$ cat src/rtl/dmem_responder.sv
// Data-memory responder for the RV32I load/store port: one request at a time,
// programmable wait states, byte-lane store merge and extended loads.
module dmem_responder #(
    parameter int ADDR_W  = 8,
    parameter int LATENCY = 1
) (
    input  logic              clk,
    input  logic              rst,
    input  logic              req_valid,
    output logic              req_ready,
    input  logic              req_we,
    input  logic [ADDR_W-1:0] req_addr,
    input  logic [31:0]       req_wdata,
    input  logic [2:0]        req_funct3,
    output logic              resp_valid,
    input  logic              resp_ready,
    output logic [31:0]       resp_rdata,
    output logic              resp_err
);

    localparam int DEPTH = 2 ** (ADDR_W - 2);

    typedef enum logic [1:0] {
        S_IDLE   = 2'd0,
        S_WAIT   = 2'd1,
        S_ACCESS = 2'd2,
        S_RESP   = 2'd3
    } state_t;

    state_t              r_state;
    logic [3:0]          r_cnt;
    logic                r_we;
    logic [ADDR_W-1:0]   r_addr;
    logic [31:0]         r_wdata;
    logic [2:0]          r_funct3;
    logic                r_req_ready;
    logic                r_resp_valid;
    logic [31:0]         r_resp_rdata;
    logic                r_resp_err;

    logic [31:0]         r_mem [DEPTH];

    logic                w_req_err;
    logic [ADDR_W-3:0]   w_idx;
    logic [3:0]          w_be;
    logic [31:0]         w_wword;
    logic [31:0]         w_load;

    // Illegal size codes or a halfword/word access that straddles its natural boundary.
    function automatic logic f_req_err(input logic we, input logic [2:0] f3,
                                       input logic [1:0] a);
        logic illegal;
        logic misaligned;
        if (we)
            illegal = !(f3 == 3'b000 || f3 == 3'b001 || f3 == 3'b010);
        else
            illegal = (f3 == 3'b011 || f3 == 3'b110 || f3 == 3'b111);
        misaligned = ((f3[1:0] == 2'b01) && a[0]) ||
                     ((f3[1:0] == 2'b10) && (a != 2'b00));
        return illegal || misaligned;
    endfunction

    function automatic logic [31:0] f_load(input logic [31:0] w, input logic [2:0] f3,
                                           input logic [1:0] a);
        logic        [7:0]  b;
        logic        [15:0] h;
        logic signed [7:0]  sb;
        logic signed [15:0] sh;
        logic        [31:0] res;
        case (a)
            2'd0:    b = w[7:0];
            2'd1:    b = w[15:8];
            2'd2:    b = w[23:16];
            default: b = w[31:24];
        endcase
        h  = a[1] ? w[31:16] : w[15:0];
        sb = signed'(b);
        sh = signed'(h);
        case (f3)
            3'b000:  res = 32'(sb);
            3'b001:  res = 32'(sh);
            3'b100:  res = {24'd0, b};
            3'b101:  res = {16'd0, h};
            default: res = w;
        endcase
        return res;
    endfunction

    assign w_req_err = f_req_err(req_we, req_funct3, req_addr[1:0]);
    assign w_idx     = r_addr[ADDR_W-1:2];
    assign w_load    = f_load(r_mem[w_idx], r_funct3, r_addr[1:0]);

    // Store data is replicated across lanes so the byte enables alone pick the target.
    always_comb begin
        w_be    = 4'b1111;
        w_wword = r_wdata;
        case (r_funct3[1:0])
            2'b00: begin
                w_be    = 4'b0001 << r_addr[1:0];
                w_wword = {4{r_wdata[7:0]}};
            end
            2'b01: begin
                w_be    = r_addr[1] ? 4'b1100 : 4'b0011;
                w_wword = {2{r_wdata[15:0]}};
            end
            default: begin
                w_be    = 4'b1111;
                w_wword = r_wdata;
            end
        endcase
    end

    always_ff @(posedge clk or posedge rst) begin
        if (rst) begin
            r_state      <= S_IDLE;
            r_cnt        <= 4'd0;
            r_we         <= 1'b0;
            r_addr       <= '0;
            r_wdata      <= 32'd0;
            r_funct3     <= 3'd0;
            r_req_ready  <= 1'b1;
            r_resp_valid <= 1'b0;
            r_resp_rdata <= 32'd0;
            r_resp_err   <= 1'b0;
        end else begin
            case (r_state)
                S_IDLE: begin
                    if (req_valid) begin
                        r_we        <= req_we;
                        r_addr      <= req_addr;
                        r_wdata     <= req_wdata;
                        r_funct3    <= req_funct3;
                        r_req_ready <= 1'b0;
                        if (w_req_err) begin
                            r_state      <= S_RESP;
                            r_resp_valid <= 1'b1;
                            r_resp_err   <= 1'b1;
                            r_resp_rdata <= 32'd0;
                        end else if (LATENCY == 0) begin
                            r_state <= S_ACCESS;
                        end else begin
                            r_state <= S_WAIT;
                            r_cnt   <= 4'(LATENCY);
                        end
                    end
                end
                S_WAIT: begin
                    r_cnt <= r_cnt - 4'd1;
                    if (r_cnt == 4'd1)
                        r_state <= S_ACCESS;
                end
                S_ACCESS: begin
                    r_resp_rdata <= r_we ? 32'd0 : w_load;
                    r_resp_err   <= 1'b0;
                    r_resp_valid <= 1'b1;
                    r_state      <= S_RESP;
                end
                S_RESP: begin
                    if (resp_ready) begin
                        r_resp_valid <= 1'b0;
                        r_req_ready  <= 1'b1;
                        r_state      <= S_IDLE;
                    end
                end
                default: r_state <= S_IDLE;
            endcase
        end
    end

    // The array is never reset; async rst leaves ACCESS before any edge can commit.
    always_ff @(posedge clk) begin
        if (r_state == S_ACCESS && r_we) begin
            for (int i = 0; i < 4; i++) begin
                if (w_be[i])
                    r_mem[w_idx][8*i +: 8] <= w_wword[8*i +: 8];
            end
        end
    end

    assign req_ready  = r_req_ready;
    assign resp_valid = r_resp_valid;
    assign resp_rdata = r_resp_rdata;
    assign resp_err   = r_resp_err;

endmodule

$ cat config.mk
export PLATFORM = sky130hd
export DESIGN_NAME = dmem_responder
export DESIGN_NICKNAME = d
export VERILOG_FILES = /design/src/rtl/dmem_responder.sv
export SDC_FILE = /design/constraint.sdc
export NUM_CORES = 2
export LEC_CHECK = 0
export BUFFER_PORTS_ARGS = -buffer_cell sky130_fd_sc_hd__buf_2
export CAP_MARGIN = 20
export CORE_MARGIN = 5
export CORE_UTILIZATION = 43
export CTS_BUF_LIST = sky130_fd_sc_hd__clkbuf_2
export DETAILED_ROUTE_END_ITERATION = 8
export PLACE_DENSITY = 0.59
export SLEW_MARGIN = 20
export SYNTH_ARGS = -nofsm -noshare
export SYNTH_HDL_FRONTEND = slang
export SYNTH_SLANG_ARGS = --single-unit
$ cat constraint.sdc
create_clock -name clk -period 13.8 [get_ports clk]
set_clock_uncertainty 0.05 [all_clocks]
set_input_delay 0.69 -clock clk [delete_from_list [all_inputs] [get_ports clk]]
set_output_delay 0.69 -clock clk [all_outputs]
set_load 0.02 [all_outputs]
==> results by group <==
Setup path
  • Slowest cell on crit path: nor4_1
  • Critical-path cell list: buf_4 -> buf_4 -> buf_4 -> mux4_2 -> a22oi_1 -> o21ai_1 -> nor4_1 -> buf_4 -> a21oi_1 -> o31ai_4 -> buf_6 -> o211ai_1
  • Max FO, Critical Path: 75
  • Crit. End Element: register
  • Critical path launch point type: register
  • Worst path bufs/invs: 5
  • Required time worst endpoint: ~15,000 ps
  • CP max stage delay: 1030 ps
  • Critical path class: register to register
  • CP delay by family, top: buffers and inverters
  • CP arrival: roughly 8100 ps
  • Most used cell, CP: buf_4

Finish
  • Nets: between 5,000 and 6,000
  • # fillers: ~16,000
  • Area delta synth->final: 10.98%
  • Post-Layout Cell Count: 8,242
  • Share of cells above drive strength 1: 21.68%
  • Finished Core Util: 48.05%
  • Final Cell Area: roughly 0.092 mm2

Clock tree
  • Max clock buf depth: 4
  • CTS clk-pin slew, worst paths: about 100 ps
  • Setup bufs post-CTS: 0
  • Total CTS buffers: ~550
  • Latest clock arrival within the worst-skew pair: about 1900 ps
  • CTS H-tree depth: 6
  • Clock root buffer: clkbuf_2
  • Clock sinks: between 2,000 and 2,500
  • CTS tree: built

Power
  • Sw Ratio: between 40% and 50%
  • Reg power frac: between 40% and 50%
  • Power per cell area: about 220 mW/mm2
  • Static leakage: 29.70 nW
  • Power, Total: just over 20 mW
  • Sw Pwr: ~8.3 mW
  • Worst vdd ir: ~0.19 mV
  • Comb power frac: between 30% and 40%
  • Int Pwr: roughly 12 mW
  • Clock power frac: approximately a fifth

Synth
  • Syn_nets: around 4,900
  • Yosys cell types: 86
  • Number of synthesis warnings: 0
  • Area leader, netlist: edfxtp_1
  • Primary FF master, synth: edfxtp_1
  • Post-Syn Area: approximately 0.083 mm2
  • Register area share after synthesis: a little under 80%
  • Seq cells post-synth: roughly 2,100
  • FFs w/ async S/R, synth: approximately 4.0%
  • Post-synth EDFFs: between 2,000 and 2,500
  • Syn_area_per_cell: about 17 um2
  • Gate Count Post-Synth: slightly below 5,000
  • Share of Yosys cell area claimed by the top area cell type: around three quarters
  • Leading post-synthesis cells by cell area: edfxtp_1 (75%), a22oi_1 (4.5%), dfrtp_1 (2.5%), a22o_1 (1.7%), nor2_1 (1.3%)

STA
  • Max Clk Rate: approximately 150 MHz
  • Worst Tran Pin Value: roughly 1300 ps
  • Worst hold slack: approximately 300 ps
  • Crit share post-route: a little under half
  • Hold Violations, Final: 0
  • Max-slew violations: 0
  • Final TNS setup: 0 ps
  • Worst Slack Setup Final: 7304 ps
  • Relative slew slack: between 10% and 20%
  • Endpoints failing setup: 0
  • RSZ-0062 raised after global routing: false
  • Fin crit period: approximately 6500 ps

Global route
  • First-pass GRT wire length: between 300 and 400 mm
  • Vias in the first global route: between 50,000 and 60,000
  • Grt total ovfl: 0
  • Largest net degree at the start of global routing: around 110
  • Initial antenna violation count: 17
  • Global Route Usage Sum: a little over a quarter

Die
  • Cell Rows: 160
  • Core region area: around 0.19 mm2
  • Die Span X: 448.1 um
  • Initial Util: roughly 43%
  • Die height: between 400 and 500 um
  • Die ar.: between 0.2 and 0.25 mm2
  • Top Ports: 83

Drt
  • Routed WL: around 280 mm
  • DRC: 0
  • DR vias: 52,450
  • Drt wl/cell: around 34 um
  • Final ANT Viol Nets: 0
  • Pre-Repair DR Iteration Count: 7
  • DR vias/cell: ~6.4
  • Starting DRC count in detailed routing: between 7,000 and 8,000

Status
  • Status: completed

Place
  • Number of placed instances, taps included: slightly above 7,000
  • DP HPWL: approximately 170 mm
  • GP Congestion: around 0.95
  • Port Buffers: 82
  • Placed Area: 0.08557 mm2
  • Post-placement setup slack: roughly 7600 ps

Hold path
  • HP Class: primary input to register

Run
  • Max Cap Viol: 0
[worst reg2reg max path, delay by kind of cell (launching register included)]
kind | cells | cell delay (ps)
AND/OR/NAND/NOR | 1 | 1030
AO/OA/AOI/OAI | 5 | 1320
buffers and inverters | 5 | 2720
flip-flops | 1 | 740
multiplexers | 1 | 470
[path summary, 6_finish.rpt]
kind / startpoint / to / slack, ps / cells after the start
setup / recovery: r_addr[4] / resp_rdata[29] / 7300 / 12
hold / removal: req_addr[0] / resp_valid / 300 / 7
setup reg to reg: r_addr[4] / resp_rdata[29] / 7300 / 12
hold reg to reg: resp_rdata[24] / resp_rdata[24] / 470 / 2
max in group asynchronous: rst / r_addr[2] / 11950 / 6
min in group asynchronous: rst / r_wdata[7] / 670 / 6
[routing by layer]
metal,wire length (um),global-route usage [%],vias to the layer above
met1,107100,37.20,26750
met5,174,0.4089,-
li1,-,-,21350
met2,124200,40.30,3630
met4,16140,14.64,10
met3,32150,7.274,713
[layout make-up]
cell class | count | area (um2) | area share, %
clock buffers | 790 | 3954 | 4.317
inverters | 60 | 227.7 | 0.2486
diodes | 29 | 72.57 | 0.07924
flip-flops and latches | 2133 | 63650 | 69.50
repair buffers | 362 | 2948 | 3.219
clock inverters | 112 | 509.2 | 0.5560
well taps | 2511 | 3142 | 3.431
multi-input cells | 2245 | 17080 | 18.65
[sequential cells by signal (all words and copies together), names as in the netlist]
name        cells
r_addr          8
r_cnt           4
r_funct3        3
r_mem        2048
r_state         2
r_wdata        32
r_we            1
req_ready       1
resp_err        1
resp_rdata     32
resp_valid      1
[cells by family after synthesis]
| kind of cell | after synthesis | synth area share [%] |
|---|---|---|
| AOI/OAI and AO/OA | 1170 | 11.03 |
| adders and majority gates | 6 | 0.09097 |
| buffers and inverters | 436 | 2.533 |
| DFF | 2133 | 77.10 |
| muxes | 187 | 2.815 |
| and+or+nand+nor | 882 | 6.430 |
[cells in the final DEF (no fill, tap or decap), drive strengths merged, types with 30 or more instances in the layout]
master	count
a2111oi	44
inv	77
dfrtp	84
a22o	158
nand4b	88
clkinv	92
clkbuf	790
nor4bb	42
a31oi	80
buf	221
mux2	71
nand4	82
o211ai	32
a22oi	498
nor2	279
a21oi	45
nand2	115
dlygate4sd3	141
mux2i	87
a41oi	30
and4b	40
edfxtp	2048
o21ai	30
o2111ai	46
nor4b	37
a221oi	66
[cells in the mapped netlist, types with 39 or more instances]
library cell  number
o2111ai_1         46
dfrtp_1           84
nor2_1           278
edfxtp_1        2048
a31oi_1           80
clkbuf_1         152
mux2i_1           87
a21oi_1           45
nand2_1          115
a22o_1           158
buf_1             42
nor4bb_1          42
mux2_2            70
a2111oi_0         39
inv_1             58
a221oi_1          66
nand4_1           82
and4b_1           39
a22oi_1          498
buf_2            131
nand4b_1          88
[power by group through the flow]
stage	Clock, mW	Combinational (mW)	Sequential (mW)
CTS	4.14	7.09	8.97
floorplan	0	3.73	9.08
finish	4.11	7.28	8.99
global route	4.51	7.44	9.00
detailed placement	0	6.95	9.12
global placement	0	6.86	9.11
[what timing repair did]
item	CTS	global route
endpoints found under the hold margin	170	0
hold buffers	142	0
resized for setup	0	0
endpoints found under the setup margin	0	0
Note: power is estimated with default switching activity, not from simulation.
